## src/rtl/arbitro_multiplicador_fp_pkg.sv

```systemverilog
// Shared FP definitions for the arbitrated multiplier: field widths, bias, FSM encoding
// and helpers that split a {sign, exp, mant} word into its fields.
package fp_pkg;

  localparam int W      = 16;
  localparam int EXP_W  = 7;
  localparam int MANT_W = 8;
  localparam int BIAS   = 63;
  localparam logic [EXP_W-1:0] EXP_MAX = 7'h7F;

  typedef enum logic [1:0] {
    IDLE,
    CALC,
    RESULT
  } state_t;

  function automatic logic get_sign(input logic [W-1:0] x);
    return x[W-1];
  endfunction

  function automatic logic [EXP_W-1:0] get_exp(input logic [W-1:0] x);
    return x[W-2:MANT_W];
  endfunction

  function automatic logic [MANT_W-1:0] get_mant(input logic [W-1:0] x);
    return x[MANT_W-1:0];
  endfunction

endpackage

```

## src/rtl/multiplicador_mantiza.sv

```systemverilog
// 8x8 mantissa multiply with hidden leading one; normalises the [1,4) product
// back to 1.m and reports via inc when a one-bit right shift was needed.
module multiplicador_mantiza
  import fp_pkg::*;
(
  input  logic [MANT_W-1:0] mant_a,
  input  logic [MANT_W-1:0] mant_b,
  output logic [MANT_W-1:0] mant,
  output logic              inc
);

  logic [2*MANT_W+1:0] prod;
  logic [MANT_W+1:0]   prod_hi;

  assign prod    = {1'b1, mant_a} * {1'b1, mant_b};
  // Low product bits are truncated; only the integer bits and top fraction matter
  assign prod_hi = (MANT_W+2)'(prod >> MANT_W);
  assign inc     = prod_hi[MANT_W+1];
  assign mant    = inc ? prod_hi[MANT_W:1] : prod_hi[MANT_W-1:0];

endmodule

```

## src/rtl/arbitro_multiplicador_fp.sv

```systemverilog
// Two-requester arbiter sequencing one shared FP multiplier; result held until consumed.
// Define ARBITRO_FP_RR_EN for round-robin ties, otherwise A has fixed priority.
module arbitro_multiplicador_fp
  import fp_pkg::*;
(
  input  logic         i_clk,
  input  logic         i_rst,
  input  logic         i_valid_a,
  input  logic         i_valid_b,
  output logic         o_ready_a,
  output logic         o_ready_b,
  input  logic [W-1:0] i_op1_a,
  input  logic [W-1:0] i_op2_a,
  input  logic [W-1:0] i_op1_b,
  input  logic [W-1:0] i_op2_b,
  output logic         o_valid,
  input  logic         i_ready,
  output logic [W-1:0] o_resultado,
  output logic         o_id,
  output logic         o_overflow,
  output logic         o_underflow
);

  state_t state;

  logic              sign_q;
  logic              zero_q;
  logic              id_q;
  logic [EXP_W-1:0]  e1_q, e2_q;
  logic [MANT_W-1:0] m1_q, m2_q;

  logic              grant_a, grant_b;
  logic [W-1:0]      sel_op1, sel_op2;

  logic [MANT_W-1:0] mant;
  logic              inc;
  logic signed [EXP_W+1:0] exp_sum;

  logic [W-1:0]      res_next;
  logic              ov_next, un_next;

`ifdef ARBITRO_FP_RR_EN
  // 1 = B was granted last; resets to B so A takes the first tie
  logic last_grant;
  assign grant_a = i_valid_a && (!i_valid_b || last_grant);
`else
  assign grant_a = i_valid_a;
`endif
  assign grant_b = i_valid_b && !grant_a;

  assign o_ready_a = !i_rst && (state == IDLE) && grant_a;
  assign o_ready_b = !i_rst && (state == IDLE) && grant_b;

  assign sel_op1 = grant_b ? i_op1_b : i_op1_a;
  assign sel_op2 = grant_b ? i_op2_b : i_op2_a;

  multiplicador_mantiza u_mant (
    .mant_a (m1_q),
    .mant_b (m2_q),
    .mant   (mant),
    .inc    (inc)
  );

  assign exp_sum = $signed({2'b00, e1_q} + {2'b00, e2_q}
                           + {{(EXP_W+1){1'b0}}, inc} - (EXP_W+2)'(BIAS));

  always_comb begin
    res_next = {sign_q, e1_q[0 +: 0+EXP_W] & 7'h00, {MANT_W{1'b0}}};
    ov_next  = 1'b0;
    un_next  = 1'b0;
    if (zero_q) begin
      res_next = {sign_q, {(W-1){1'b0}}};
    end else if (exp_sum >= $signed({2'b00, EXP_MAX})) begin
      res_next = {sign_q, EXP_MAX, {MANT_W{1'b0}}};
      ov_next  = 1'b1;
    end else if (exp_sum <= $signed((EXP_W+2)'(0))) begin
      res_next = {sign_q, {(W-1){1'b0}}};
      un_next  = 1'b1;
    end else begin
      res_next = {sign_q, exp_sum[EXP_W-1:0], mant};
    end
  end

  always_ff @(posedge i_clk or posedge i_rst) begin
    if (i_rst) begin
      state       <= IDLE;
      sign_q      <= 1'b0;
      zero_q      <= 1'b0;
      id_q        <= 1'b0;
      e1_q        <= '0;
      e2_q        <= '0;
      m1_q        <= '0;
      m2_q        <= '0;
      o_valid     <= 1'b0;
      o_resultado <= '0;
      o_id        <= 1'b0;
      o_overflow  <= 1'b0;
      o_underflow <= 1'b0;
`ifdef ARBITRO_FP_RR_EN
      last_grant  <= 1'b1;
`endif
    end else begin
      case (state)
        IDLE: begin
          if (o_ready_a || o_ready_b) begin
            sign_q <= get_sign(sel_op1) ^ get_sign(sel_op2);
            zero_q <= (get_exp(sel_op1) == '0) || (get_exp(sel_op2) == '0);
            e1_q   <= get_exp(sel_op1);
            e2_q   <= get_exp(sel_op2);
            m1_q   <= get_mant(sel_op1);
            m2_q   <= get_mant(sel_op2);
            id_q   <= o_ready_b;
`ifdef ARBITRO_FP_RR_EN
            last_grant <= o_ready_b;
`endif
            state  <= CALC;
          end
        end
        CALC: begin
          o_resultado <= res_next;
          o_overflow  <= ov_next;
          o_underflow <= un_next;
          o_id        <= id_q;
          o_valid     <= 1'b1;
          state       <= RESULT;
        end
        RESULT: begin
          if (i_ready) begin
            o_valid <= 1'b0;
            state   <= IDLE;
          end
        end
        default: state <= IDLE;
      endcase
    end
  end

endmodule

```

## config.mk

```make
export PLATFORM = sky130hd
export DESIGN_NAME = arbitro_multiplicador_fp
export DESIGN_NICKNAME = d
export VERILOG_FILES = /design/src/rtl/arbitro_multiplicador_fp_pkg.sv /design/src/rtl/multiplicador_mantiza.sv /design/src/rtl/arbitro_multiplicador_fp.sv
export SDC_FILE = /design/constraint.sdc
export NUM_CORES = 1
export LEC_CHECK = 0
export BUFFER_PORTS_ARGS = -buffer_cell sky130_fd_sc_hd__clkbuf_2
export CAP_MARGIN = 25
export CORE_ASPECT_RATIO = 0.7
export CORE_MARGIN = 4
export CORE_UTILIZATION = 50
export DETAILED_ROUTE_END_ITERATION = 6
export PLACE_DENSITY = 0.72
export RECOVER_POWER = 50
export SLEW_MARGIN = 5
export SYNTH_ARGS = -nofsm -noshare
export SYNTH_HDL_FRONTEND = slang
export SYNTH_HIERARCHICAL = 1
export SYNTH_SLANG_ARGS = --single-unit
```

## constraint.sdc

```tcl
create_clock -name i_clk -period 7.8 [get_ports i_clk]
set_input_delay 0.39 -clock i_clk [delete_from_list [all_inputs] [get_ports i_clk]]
set_output_delay 0.39 -clock i_clk [all_outputs]
set_load 0.005 [all_outputs]
```

# Word level (Yosys, flattened, before mapping)
# Cells that the tools add are included.
# word_totals
memories,0
reg_bits,55
mem_bits_ro,0
wordCells,55
latchBits,0
mem_bits_rw,0
# classes
bitwise,1
shifts,0
order_cmp,2
mux,16
add_sub_neg,3
div,0
reduce_logical,15
n_mul,1
eq_ne,4
# op_table
cell,n
15-bit 2-to-1 mux,3
16-bit 2-to-1 mux,2
9-bit by 9-bit multiplier with 18-bit output,1
7-bit logical NOT,2
8-bit by 1-bit adder with 9-bit output,1
"9-bit by 8-bit >= comparator with 1-bit output, second input constant",1
"9-bit by 1-bit <= comparator with 1-bit output, second input constant",1
"9-bit by 6-bit subtractor with 9-bit output, second input constant",1
7-bit by 7-bit adder with 8-bit output,1
8-bit 2-to-1 mux,1
1-bit 2-to-1 mux,6
2-bit case mux with 3 select lines,1
2-bit AND reduction,3
1-bit logical AND,4
2-bit 2-to-1 mux,2
"2-bit by 1-bit == test with 1-bit output, second input constant",1
"2-bit == test, second input constant",1
1-bit logical NOT,2
2-bit logical NOT,1
1-bit logical OR,2
"2-bit by 1-bit inequality test with 1-bit output, second input constant",1
"2-bit inequality test, second input constant",1
1-bit case mux with 2 select lines,1
2-bit nonzero test,1
1-bit XOR,1

# Depth between registers and ports, before layout
# Gate-level depths: netlist of the first run.
# depth
word_depth,7
depth_mapped,31
mapped_depth_nobuf,28

# Cells and area by module
# Netlist of the first run, hierarchy kept.
# by_module_without_submodules
module,area_per_inst_um2,instances,cells_each
arbitro_multiplicador_fp,2974.1,1,307
multiplicador_mantiza,2670.1,1,315

# Least setup slack after synthesis of the first run
# OpenSTA, ideal clock, no wires.
# synth_timing
path_type,register to register
from,register m1_q[5]
to,register o_resultado[0]
t_arrival_ps,6424
period_less_slack_ps,6553
path_stages_with_launch,28
path_slack_ps,1247
path_buffers,2
t_required_ps,7671
path_cell_list,dfrtp_1 -> clkbuf_1 -> nand2_1 -> fa_1 -> fa_1 -> inv_1 -> fa_1 -> inv_1 -> fa_1 -> inv_1 -> ha_1 -> buf_4 -> nand3_4 -> nor3_4 -> nor3b_2 -> o31ai_4 -> xnor2_4 -> inv_1 -> inv_1 -> ha_1 -> inv_1 -> ha_1 -> fa_1 -> xor2_1 -> or3_1 -> or4_4 -> o22ai_4 -> o21ai_1
# synth_between
elab_chain_len,7
word_cells_on_any_way,9
cone_classes,add/sub (2); mul (1); order compare (2); mux (4)
# synth_rtl
item,line,source
start: declaration,arbitro_multiplicador_fp.sv:30,"logic [MANT_W-1:0] m1_q, m2_q;"
start signal: assignment,arbitro_multiplicador_fp.sv:110,m1_q <= get_mant(sel_op1);
9-bit by 9-bit multiplier with 18-bit output (*),multiplicador_mantiza.sv:15,"assign prod = {1'b1, mant_a} * {1'b1, mant_b};"
via inc,arbitro_multiplicador_fp.sv:36,logic inc;
8-bit by 1-bit adder with 9-bit output,arbitro_multiplicador_fp.sv:65,"+ {{(EXP_W+1){1'b0}}, inc} - (EXP_W+2)'(BIAS));"
9-bit by 6-bit subtractor with 9-bit output,arbitro_multiplicador_fp.sv:65,
9-bit by 1-bit <= comparator with 1-bit output,arbitro_multiplicador_fp.sv:76,end else if (exp_sum <= $signed((EXP_W+2)'(0))) begin
15-bit 2-to-1 mux,arbitro_multiplicador_fp.sv:76,
15-bit 2-to-1 mux (*),arbitro_multiplicador_fp.sv:73,"end else if (exp_sum >= $signed({2'b00, EXP_MAX})) begin"
15-bit 2-to-1 mux (*),arbitro_multiplicador_fp.sv:71,if (zero_q) begin
end signal: assignment,arbitro_multiplicador_fp.sv:120,o_resultado <= res_next;
end: declaration,arbitro_multiplicador_fp.sv:18,"output logic [W-1:0] o_resultado,"
# Mark *: on every way through the listed nets, which the timed path passes. The rest lies on a longest branch.
# A chain may end at the register's enable or synchronous reset.

# Worst setup path after layout of the first run
# layout_timing
from,register m1_q[3]
to,register o_resultado[1]
# The elaborated chain is that of the path after synthesis.

==> key figures, run 1 <==
Routing
  • ANT nets after route: 0
  • Routed WL: roughly 13,000 um
  • 1st-pass router iterations: 5
  • DR vias: 4,515
  • DRC Markers: 0
  • Post-DR wirelength/cell: 15.9 um
  • Drt initial violations: 307
  • Number of vias per cell: about 5.3

Setup path
  • Worst reg2reg endpoint: o_resultado[1]$_DFFE_PP0P_
  • R2R depth: 24
  • Reg-to-reg slack, setup: approximately 0.84 ns
  • Worst Setup EP: o_resultado[1]$_DFFE_PP0P_
  • CP required: 7.96 ns
  • Startpoint type of the worst setup path: flip-flop
  • Critical path endpoint category: flip-flop
  • CP Class: flip-flop to flip-flop
  • Worst Path Arrival: 7.12 ns
  • Critical path fanouts, max: 10
  • Critical Path Start: m1_q[3]$_DFFE_PP0P_
  • Worst r2r src: m1_q[3]$_DFFE_PP0P_

Yosys
  • Post-synthesis cell type count: 61
  • Syn Inst Count: around 620
  • Ys Warns: 6
  • Async SR Flop Fraction: 100%
  • Sequential area share after synthesis: 24.4%
  • Mapped Nets: just under 800
  • Flops & latches, synth: 55
  • Most frequently used flop master after synthesis: dfrtp_1
  • Post-synth EDFFs: 0
  • Synthesized area: 5640 um2
  • Synth Area per Inst: 9.07 um2

Final layout
  • Layout fillers: 985
  • N_diodes: 0
  • Final nets: ~860
  • Design area: 6340 um2
  • Synth-to-Final Area Change: 12.4%
  • Finished Layout Cells: 849
  • Fin util: 57.6%
  • Layout cells sized above 1: between 10% and 20%

Global route
  • Total track usage: 21.4%
  • Vias in the first global route: 4,509
  • Initial antenna violation count: 0
  • Largest net degree at the start of global routing: 64
  • Total gr overflow: 0
  • First-pass GRT wire length: 22,600 um

Clock tree
  • Worst-path clk slew: 0.07 ns
  • H-tree levels: 2
  • Post-CTS Setup Bufs: 0
  • Clk sinks: 55
  • Post-CTS Hold Fix Bufs: 0
  • Clk_lat worst skew: 0.29 ns
  • TritonCTS Buffers: 5
  • CTS tree: built
  • Clock root buffer: clkbuf_16
  • Clk buf depth: 2
  • Resized cells post-CTS: 0

Placed design
  • Placed Instances: 841
  • GPL Wtd Cong: 0.863
  • Placed cell area: 6180 um2
  • DP HPWL: 11,100 um
  • Buffers on Ports: 90

Timing
  • Slew @ Worst Pin: 2.35 ns
  • Fin crit period: 6.96 ns
  • RSZ-0062 raised after global routing: false
  • Max Fclk: 0.144 GHz
  • Period utilization: 89.2%
  • Setup TNS: 0 ns
  • Clk_skew: between 0.006 and 0.007 ns
  • Worst slew margin: -56.3%
  • Hold Fails Final Rpt: 0
  • Max-slew violations: 45
  • Final setup violation count: 0

Run status
  • Failing checks: max-capacitance violations, max-slew violations
  • Status: finished, violations left

Die
  • Die Y: roughly 97 um
  • Die ar.: 13,100 um2
  • Initial Utilization: around half
  • Overall die width: 135 um
  • Cell Rows: 32
  • Top Ports: 91
  • Core Area: 11,000 um2

Flow run
  • Maxcap violations: 1

Hold path
  • Min-delay worst type: input port to async pin
-- critical path, stage by stage, from the launching register on --
cell     delay (ns)
dfrtp_1        0.60
nand2_1        0.13
fa_1           0.50
fa_1           0.55
inv_1          0.05
fa_1           0.52
inv_1          0.05
fa_1           0.52
inv_1          0.04
ha_1           0.41
a21oi_1        0.23
nor3b_2        0.37
o31ai_4        0.14
xnor2_4        0.20
inv_1          0.09
inv_1          0.04
ha_1           0.26
inv_1          0.04
ha_1           0.21
fa_1           0.42
xor2_1         0.18
or3_1          0.31
or4_4          0.55
o22ai_4        0.26
o21ai_1        0.14
-- Yosys cell counts, types with 6 or more instances --
master    number  area (um2)
mux2_2         9         101
nand4_1       10        62.6
nand2_1       70         263
ha_1          47         588
dfrtp_1       55        1380
o21ai_0        8        40.0
nor2_1        45         169
clkbuf_1      17        63.8
xor2_1         6        52.6
mux2i_1       30         300
xnor2_1        9        78.8
and2_1        20         125
nand3_1        8        40.0
a21oi_1       47         235
o21ai_1       18        90.1
inv_1         96         360
fa_1          50        1000
-- worst min path at each step --
stage,start,endpoint,slack [ns],cells after the start
floorplan,id_q$_DFFE_PP0P_,id_q$_DFFE_PP0P_,0.45,1
global placement,i_rst,o_valid$_DFFE_PP0P_,0.35,2
detailed placement,i_rst,o_valid$_DFFE_PP0P_,0.36,2
CTS,i_rst,o_valid$_DFFE_PP0P_,0.05,2
global route,i_rst,state[1]$_DFFE_PP0P_,0.18,2
finish,i_rst,m2_q[3]$_DFFE_PP0P_,0.14,2
-- layer usage --
metal	vias to the layer above	part of all wire (%)	track usage (%)
met1	2168	52	34.5
met4	0	0.63	2.56
met2	147	41	30.2
met3	9	7.0	4.57
li1	2191	-	-
met5	-	0	0
-- registers in the layout, summed over array words and instances, names as in the netlist --
| signal | flops |
|---|---|
| e1_q | 7 |
| e2_q | 7 |
| id_q | 1 |
| m1_q | 8 |
| m2_q | 8 |
| o_id | 1 |
| o_overflow | 1 |
| o_resultado | 16 |
| o_underflow | 1 |
| o_valid | 1 |
| sign_q | 1 |
| state | 2 |
| zero_q | 1 |
-- through the flow --
stage	worst slack (ns)	hold WS, ns
2_1_floorplan	1.25	0.446
3_3_place_gp	1.00	0.350
3_5_place_dp	0.905	0.365
4_1_cts	0.864	0.0487
5_1_grt	0.408	0.182
6_report	0.842	0.135
-- cells in the final DEF, fill, tap and decap left out, drive strengths merged, types with 2 or more instances in the layout --
| cell | Yosys | routed |
|---|---|---|
| a21boi | 2 | 2 |
| a21o | 2 | 2 |
| a21oi | 48 | 48 |
| and2 | 24 | 24 |
| and3 | 2 | 2 |
| buf | 9 | 2 |
| clkbuf | 17 | 97 |
| dfrtp | 55 | 55 |
| fa | 50 | 50 |
| ha | 47 | 47 |
| inv | 96 | 96 |
| mux2 | 12 | 12 |
| mux2i | 30 | 30 |
| nand2 | 70 | 70 |
| nand2b | 3 | 3 |
| nand3 | 9 | 9 |
| nand3b | 2 | 2 |
| nand4 | 10 | 10 |
| nand4b | 2 | 2 |
| nor2 | 45 | 45 |
| nor2b | 3 | 3 |
| nor3 | 6 | 6 |
| nor4 | 4 | 4 |
| o2111ai | 2 | 2 |
| o21ai | 26 | 26 |
| o21bai | 4 | 4 |
| o31ai | 2 | 2 |
| or3 | 2 | 2 |
| or3b | 2 | 2 |
| or4 | 5 | 5 |
| xnor2 | 10 | 10 |
| xor2 | 7 | 7 |
-- kinds of logic (layout without fill, tap and decap cells) --
| kind of cell | count (synthesis) | after routing | synth area share [%] |
|---|---|---|---|
| AND/OR/NAND/NOR | 191 | 191 | 17.3 |
| buffers and inverters | 122 | 196 | 8.67 |
| XOR/XNOR | 17 | 17 | 3.10 |
| AO/OA/AOI/OAI | 98 | 98 | 10.7 |
| flip-flops | 55 | 55 | 24.4 |
| adder cells (fa/ha/maj) | 97 | 97 | 28.2 |
| multiplexers | 42 | 42 | 7.71 |
-- area by class of cell --
class | count | area, um2 | share of cell area (%)
multi-input cells | 445 | 3780 | 59.6
well taps | 153 | 191 | 3.02
flip-flops and latches | 55 | 1380 | 21.7
clock inverters | 1 | 30.0 | 0.473
repair buffers | 93 | 474 | 7.48
clock buffers | 6 | 129 | 2.03
inverters | 96 | 360 | 5.68
Power of run 1 is left out: the tool's default activity adds up to more than one toggle a clock period on the data nets, which glitch-free logic cannot reach.
==> run 2: changes to the inputs <==
CELL_PAD_IN_SITES_DETAIL_PLACEMENT = 1   (was default)
CELL_PAD_IN_SITES_GLOBAL_PLACEMENT = 2   (was default)
CORE_UTILIZATION = 36   (was 50)
PLACE_DENSITY = default   (was 0.72)
PLACE_DENSITY_LB_ADDON = 0.1   (was default)
==> key figures, run 2 (synthesis gave the netlist of run 1 again) <==
Final layout
  • Top reg by flops: o_resultado
  • Largest registers: o_resultado x16, m1_q x8, m2_q x8
  • Layout cells sized above 1: 18.0% (+0.61 points)
  • Max reg flops: 16 (unchanged)
  • Synth-to-Final Area Change: 13.6%
  • Final nets: 865 (+0.35%)
  • Most frequent cells in the layout: inv_1 (95), clkbuf_2 (85), nand2_1 (70)
  • N_diodes: 0 (unchanged)
  • Commonest non-fill, non-tap cell in the layout: inv_1

Routing
  • DR WL met2: 6210 um (+13%)
  • Met1 wire length: 8310 um (+19%)
  • Uppermost layer routed: met4
  • DR vias: 4,512 (-0.066%)
  • Drt initial violations: 179 (-42%)
  • Post-DR wirelength/cell: 16.9 um (+6.6%)
  • DRC Markers: 0 (unchanged)
  • Routed WL: 15,100 um (+12%)
  • Number of vias per cell: 5.04 (-5.2%)
  • 1st-pass router iterations: 4 (-1)
  • Routed wl met3: 613 um (-35%)
  • ANT nets after route: 0 (unchanged)

Setup path
  • Worst reg2reg endpoint: o_resultado[10]$_DFFE_PP0P_
  • Critical path's largest stage delay: 0.61 ns (about the same)
  • Critical Path Start: m1_q[4]$_DFFE_PP0P_
  • Worst Setup EP: o_resultado[10]$_DFFE_PP0P_
  • Worst Path Arrival: 7.24 ns (+0.12 ns)
  • Most Frequent Cell on Critical Path: inv_1
  • Critical path endpoint category: flip-flop
  • CP Class: flip-flop to flip-flop
  • Worst r2r src: m1_q[4]$_DFFE_PP0P_
  • Reg-to-reg slack, setup: 0.74 ns (-0.10 ns)
  • Startpoint type of the worst setup path: flip-flop
  • CP required: 7.98 ns (+0.02 ns)
  • Slowest CP cell: dfrtp_1
  • Critical path fanouts, max: 11 (+1)
  • R2R depth: 26 (+8.3%)

Placed design
  • Buffers on Ports: 90 (unchanged)
  • DP HPWL: 12,700 um (+14%)
  • GPL Wtd Cong: 0.817 (-5.4%)

Clock tree
  • Clk buf depth: 2 (unchanged)
  • Worst-path clk slew: 0.09 ns (+0.02 ns)
  • Clk sinks: 55 (unchanged)
  • Clk_lat worst skew: 0.30 ns (about the same)
  • Resized cells post-CTS: 0 (unchanged)
  • Post-CTS Hold Fix Bufs: 0 (unchanged)
  • H-tree levels: 2 (unchanged)
  • Post-CTS Setup Bufs: 0 (unchanged)
  • TritonCTS Buffers: 5 (unchanged)
  • Clock root buffer: clkbuf_16
  • CTS tree: built

Global route
  • First-pass GRT wire length: 25,100 um (+11%)
  • Vias in the first global route: 4,930 (+9.3%)
  • Largest net degree at the start of global routing: 64 (unchanged)
  • Total track usage: 17.4% (-4.0 points)
  • Initial antenna violation count: 0 (unchanged)
  • Total gr overflow: 0 (unchanged)

Timing
  • Final setup violation count: 0 (unchanged)
  • Worst slew margin: -109% (-53 points)
  • Max-slew violations: 56 (+24%)
  • Slew @ Worst Pin: 3.14 ns (+0.796 ns)
  • Setup TNS: 0 ns (unchanged)
  • Max Fclk: 0.142 GHz (-1.5%)
  • Clk_skew: 0.0110 ns (+0.00442 ns)
  • RSZ-0062 raised after global routing: false
  • Period utilization: 90.5% (+1.3 points)
  • Fin crit period: 7.06 ns (+0.103 ns)
  • Hold Fails Final Rpt: 0 (unchanged)

Flow run
  • Maxcap violations: 1 (unchanged)

Run status
  • Failing checks: max-capacitance violations, max-slew violations
  • Status: finished, violations left

Hold path
  • Hold wc startpoint: i_ready
  • Min-delay worst type: input port to flip-flop

Die
  • Core Area: 15,000 um2 (+37%)
  • Die ar.: 17,800 um2 (+36%)
  • Top Ports: 91 (unchanged)
  • Die Y: 113 um (+16%)
  • Cell Rows: 37 (+16%)
  • Initial Utilization: 37.5% (-14 points)
  • Overall die width: 158 um (+17%)
## run 2: cell count changes in the layout (fill, tap and decap cells not counted)
cell / before / now
bufinv_16: 1 / 0
clkbuf_1: 8 / 7
inv_1: 96 / 95
buf_4: 1 / 3
clkbuf_2: 84 / 85
clkinv_1: 0 / 1
inv_8: 0 / 1
inv_6: 0 / 2
## run 2: metal layers
| metal | vias to the layer above | global-route usage (%) |
|---|---|---|
| li1 | 2188 | - |
| met1 | 2231 | 27.6 |
| met2 | 91 | 25.8 |
| met3 | 2 | 3.02 |
| met4 | 0 | 1.20 |
| met5 | - | 0 |
## run 2: worst max-delay path, delay by kind of cell, from the launching register on
kind                       cells  cell delay, ns
AOI/OAI and AO/OA              4            0.96
xor gates and xnor gates       1            0.17
adders and majority gates      8            3.46
buffers and inverters          6            0.31
DFF                            1            0.61
and+or+nand+nor                7            1.42
## run 2: layout make-up
type                       count  area [um2]
sequential                    55        1380
multi-input combinational    445        3780
fill                        1804        8630
inverter                      96         360
timing repair buffer          96         494
clock buffer                   5         125
clock inverter                 3        28.8
tap                          195         244
## run 2: worst min path at each step
stage	end	slack [ns]	depth (start not counted)
global route	state[1]$_DFFE_PP0P_	0.36	4
floorplan	id_q$_DFFE_PP0P_	0.45	1
detailed placement	id_q$_DFFE_PP0P_	0.47	1
finish	state[1]$_DFFE_PP0P_	0.35	4
global placement	id_q$_DFFE_PP0P_	0.46	1
CTS	o_valid$_DFFE_PP0P_	0.32	3
## run 2: through the flow
stage / setup WS, ns / hold WS [ns] / utilization [%] / cell area, um2 / cells
2_1_floorplan: 1.25 / 0.446 / - / 5640 / 622
3_3_place_gp: 0.901 / 0.463 / 41.5 / 6250 / 886
3_5_place_dp: 0.688 / 0.474 / 41.5 / 6250 / 886
4_1_cts: 0.683 / 0.321 / 42.6 / 6400 / 894
5_1_grt: 0.259 / 0.359 / 42.6 / 6410 / 895
6_report: 0.738 / 0.349 / 42.6 / 6410 / 895
Power of run 2 is left out for the same reason.
==> run 3: changes to the inputs <==
CORE_UTILIZATION = 35   (was 36)
GPL_TIMING_DRIVEN = 0   (was default)
RECOVER_POWER = default   (was 50)
SYNTH_HIERARCHICAL = default   (was 1)
==> key figures, run 3 <==
Run status
  • Status: completed

Timing
  • Hold Fails Final Rpt: 0 (unchanged)
  • RSZ-0062 raised after global routing: false
  • Clk_skew: 0.00868 ns (-0.00232 ns)
  • Slew @ Worst Pin: 0.684 ns (-2.46 ns)
  • Worst slew margin: 54.4% (+160 points)
  • Hold_ws: 0.136 ns (-0.213 ns)
  • Max-slew violations: 0 (-100%)
  • Fin crit period: 7.21 ns (+0.149 ns)
  • Period utilization: 92.4% (+1.9 points)
  • Max Fclk: 0.139 GHz (-2.1%)
  • Final setup violation count: 0 (unchanged)

Clock tree
  • Clock root buffer: clkbuf_16
  • Clk sinks: 55 (unchanged)
  • Worst-path clk slew: 0.07 ns (-0.02 ns)
  • Clk_lat worst skew: 0.30 ns (about the same)
  • H-tree levels: 2 (unchanged)
  • Clk buf depth: 2 (unchanged)
  • CTS tree: built
  • Post-CTS Hold Fix Bufs: 0 (unchanged)
  • TritonCTS Buffers: 5 (unchanged)

Placed design
  • DP HPWL: 12,600 um (-0.71%)
  • Buffers on Ports: 90 (unchanged)
  • GPL Wtd Cong: 0.799 (-2.2%)

Yosys
  • Commonest cells in the netlist: nand2_1 (96), inv_1 (95), dfrtp_1 (55)
  • Yosys top cell by area: dfrtp_1
  • Most area-consuming cells after synthesis: dfrtp_1 (25%), fa_1 (18%), ha_1 (11%)
  • Post-synthesis cell type count: 56 (-8.2%)
  • Syn Inst Count: 604 (-2.9%)
  • Sequential area share after synthesis: 25.3% (+0.91 points)
  • Mapped Nets: 769 (-2.4%)
  • Post-synth EDFFs: 0 (unchanged)
  • Top-count cell post-synth: nand2_1
  • Ys Warns: 0 (-6)
  • Share of the synthesized area in the top cell type: 25.3% (+0.91 points)
  • Flops & latches, synth: 55 (unchanged)
  • Synth Area per Inst: 9.01 um2 (-0.74%)
  • Synthesized area: 5440 um2 (-3.6%)
  • Async SR Flop Fraction: 100% (unchanged)
  • Most frequently used flop master after synthesis: dfrtp_1

Routing
  • ANT nets after route: 0 (unchanged)
  • Post-DR wirelength/cell: 16.4 um (-3.2%)
  • DRC Markers: 0 (unchanged)
  • Routed WL: 14,700 um (-3.2%)
  • Met1 wire length: 8290 um (-0.20%)
  • Uppermost layer routed: met4
  • DR vias: 4,369 (-3.2%)
  • 1st-pass router iterations: 4 (unchanged)
  • Number of vias per cell: 4.88 (-3.2%)
  • Routed wl met3: 527 um (-14%)
  • Drt initial violations: 153 (-15%)
  • DR WL met2: 5780 um (-6.9%)

Setup path
  • Reg-to-reg slack, setup: 0.59 ns (-0.15 ns)
  • CP Class: flip-flop to flip-flop
  • Critical path endpoint category: flip-flop
  • Critical path fanouts, max: 10 (-1)
  • R2R depth: 27 (+3.8%)
  • Worst Path Arrival: 7.45 ns (+0.21 ns)
  • Startpoint type of the worst setup path: flip-flop
  • CP required: 8.04 ns (+0.06 ns)
  • Worst reg2reg endpoint: o_underflow$_DFFE_PP0P_
  • Worst r2r src: m1_q[2]$_DFFE_PP0P_

Final layout
  • Layout fillers: 1,798 (-0.33%)
  • Largest registers: o_resultado x16, m1_q x8, m2_q x8
  • Final nets: 864 (-0.12%)
  • Max reg flops: 16 (unchanged)
  • Most frequent cells in the layout: nand2_1 (96), inv_1 (94), clkbuf_2 (90)
  • N_diodes: 0 (unchanged)
  • Commonest non-fill, non-tap cell in the layout: nand2_1
  • Layout cells sized above 1: 17.6% (-0.43 points)
  • Synth-to-Final Area Change: 17.2%
  • Top reg by flops: o_resultado

Die
  • Core Area: 15,000 um2 (-0.62%)
  • Initial Utilization: 36.4% (-1.1 points)
  • Top Ports: 91 (unchanged)
  • Die ar.: 17,600 um2 (-0.80%)
  • Die Y: 112 um (-0.40%)
  • Overall die width: 157 um (-0.41%)
  • Cell Rows: 37 (unchanged)

Global route
  • First-pass GRT wire length: 25,000 um (-0.25%)
  • Vias in the first global route: 4,699 (-4.7%)
  • Total track usage: 17.6% (+0.13 points)
  • Largest net degree at the start of global routing: 34 (-47%)
  • Initial antenna violation count: 0 (unchanged)
  • Total gr overflow: 0 (unchanged)

Hold path
  • Min-delay worst type: input port to async pin

Flow run
  • Maxcap violations: 0 (-1)
[run 3: changes by cell type in the layout (fill, tap and decap cells not counted), sizes merged, moves of 4 or more]
cell    delta
mux2i      +7
nor2      -24
nand4      -5
nor4       +6
a21oi     -33
xnor2      -4
o21ai     +26
nand2     +26
nand3      -8
mux2      -10
clkbuf    +12
buf        +4
[run 3: stage by stage]
| stage | setup TNS [ns] | instance area (um2) | std cells | utilization (%) | worst slack (ns) |
|---|---|---|---|---|---|
| after global routing | 0 | 6370 | 895 | 42.6 | 0.0626 |
| after global placement | 0 | 6130 | 889 | 41.0 | 0.122 |
| after floorplan | 0 | 5440 | 604 | - | 0.870 |
| after CTS | 0 | 6330 | 897 | 42.4 | 0.0149 |
| after detailed placement | -0.0259 | 6150 | 890 | 41.2 | -0.0259 |
| final | 0 | 6370 | 895 | 42.6 | 0.590 |
[run 3: cell families after synthesis]
logic type / count (synthesis) / share of synthesized area, %
AOI/OAI and AO/OA: 97 / 11.3
xor gates and xnor gates: 14 / 2.25
adders and majority gates: 96 / 29.0
buffers and inverters: 118 / 8.37
DFF: 55 / 25.3
muxes: 39 / 7.22
and+or+nand+nor: 185 / 16.6
[run 3: cell type report]
class                           count  area (um2)  share of cell area (%)
Clock inverter                      2        38.8                   0.609
Clock buffer                        6         139                    2.18
Timing Repair Buffer               94         493                    7.73
Tap cell                          195         244                    3.83
Buffer                             17        76.3                    1.20
Inverter                           95         357                    5.59
Multi-Input combinational cell    431        3650                    57.3
Sequential cell                    55        1380                    21.6
[run 3: metal layers]
metal / up-vias / GRT usage, %
li1: 2174 / -
met1: 2105 / 28.6
met2: 82 / 24.7
met3: 8 / 3.08
met4: 0 / 2.01
met5: - / 0
[run 3: worst max-delay path by stage]
stage / from / to / slack (ns) / depth (start not counted)
CTS: m1_q[3]$_DFFE_PP0P_ / o_resultado[7]$_DFFE_PP0P_ / 0.01 / 27
finish: m1_q[2]$_DFFE_PP0P_ / o_underflow$_DFFE_PP0P_ / 0.59 / 27
detailed placement: m1_q[4]$_DFFE_PP0P_ / o_resultado[7]$_DFFE_PP0P_ / -0.03 / 27
global placement: m1_q[2]$_DFFE_PP0P_ / o_resultado[7]$_DFFE_PP0P_ / 0.12 / 28
floorplan: m2_q[6]$_DFFE_PP0P_ / o_resultado[7]$_DFFE_PP0P_ / 0.87 / 28
global route: m2_q[7]$_DFFE_PP0P_ / o_resultado[5]$_DFFE_PP0P_ / 0.06 / 28
[run 3: what timing repair did]
action,CTS,global route
buffers inserted,0,3
resized for setup,1,6
gates cloned,0,0
setup endpoints to repair,1,14
pin swaps,0,2
endpoints found under the hold margin,0,0
[run 3: worst max-delay path: stages (launching register included)]
cell and delay, ns:
dfrtp_1 0.54, and2_1 0.25, fa_1 0.48, inv_1 0.05, fa_1 0.52, inv_1 0.05
fa_1 0.52, inv_1 0.05, fa_1 0.52, inv_1 0.04, ha_1 0.36, a21o_1 0.22
a2111oi_2 0.39, o211ai_2 0.19, a21bo_2 0.24, nand4_1 0.11, buf_6 0.17, xor2_1 0.16
ha_1 0.24, inv_1 0.07, fa_1 0.39, nand2b_1 0.17, a21oi_1 0.18, o31a_1 0.18
nor3_2 0.08, or4_1 0.62, o21bai_1 0.17, a22o_1 0.14
Power of run 3 is left out for the same reason.
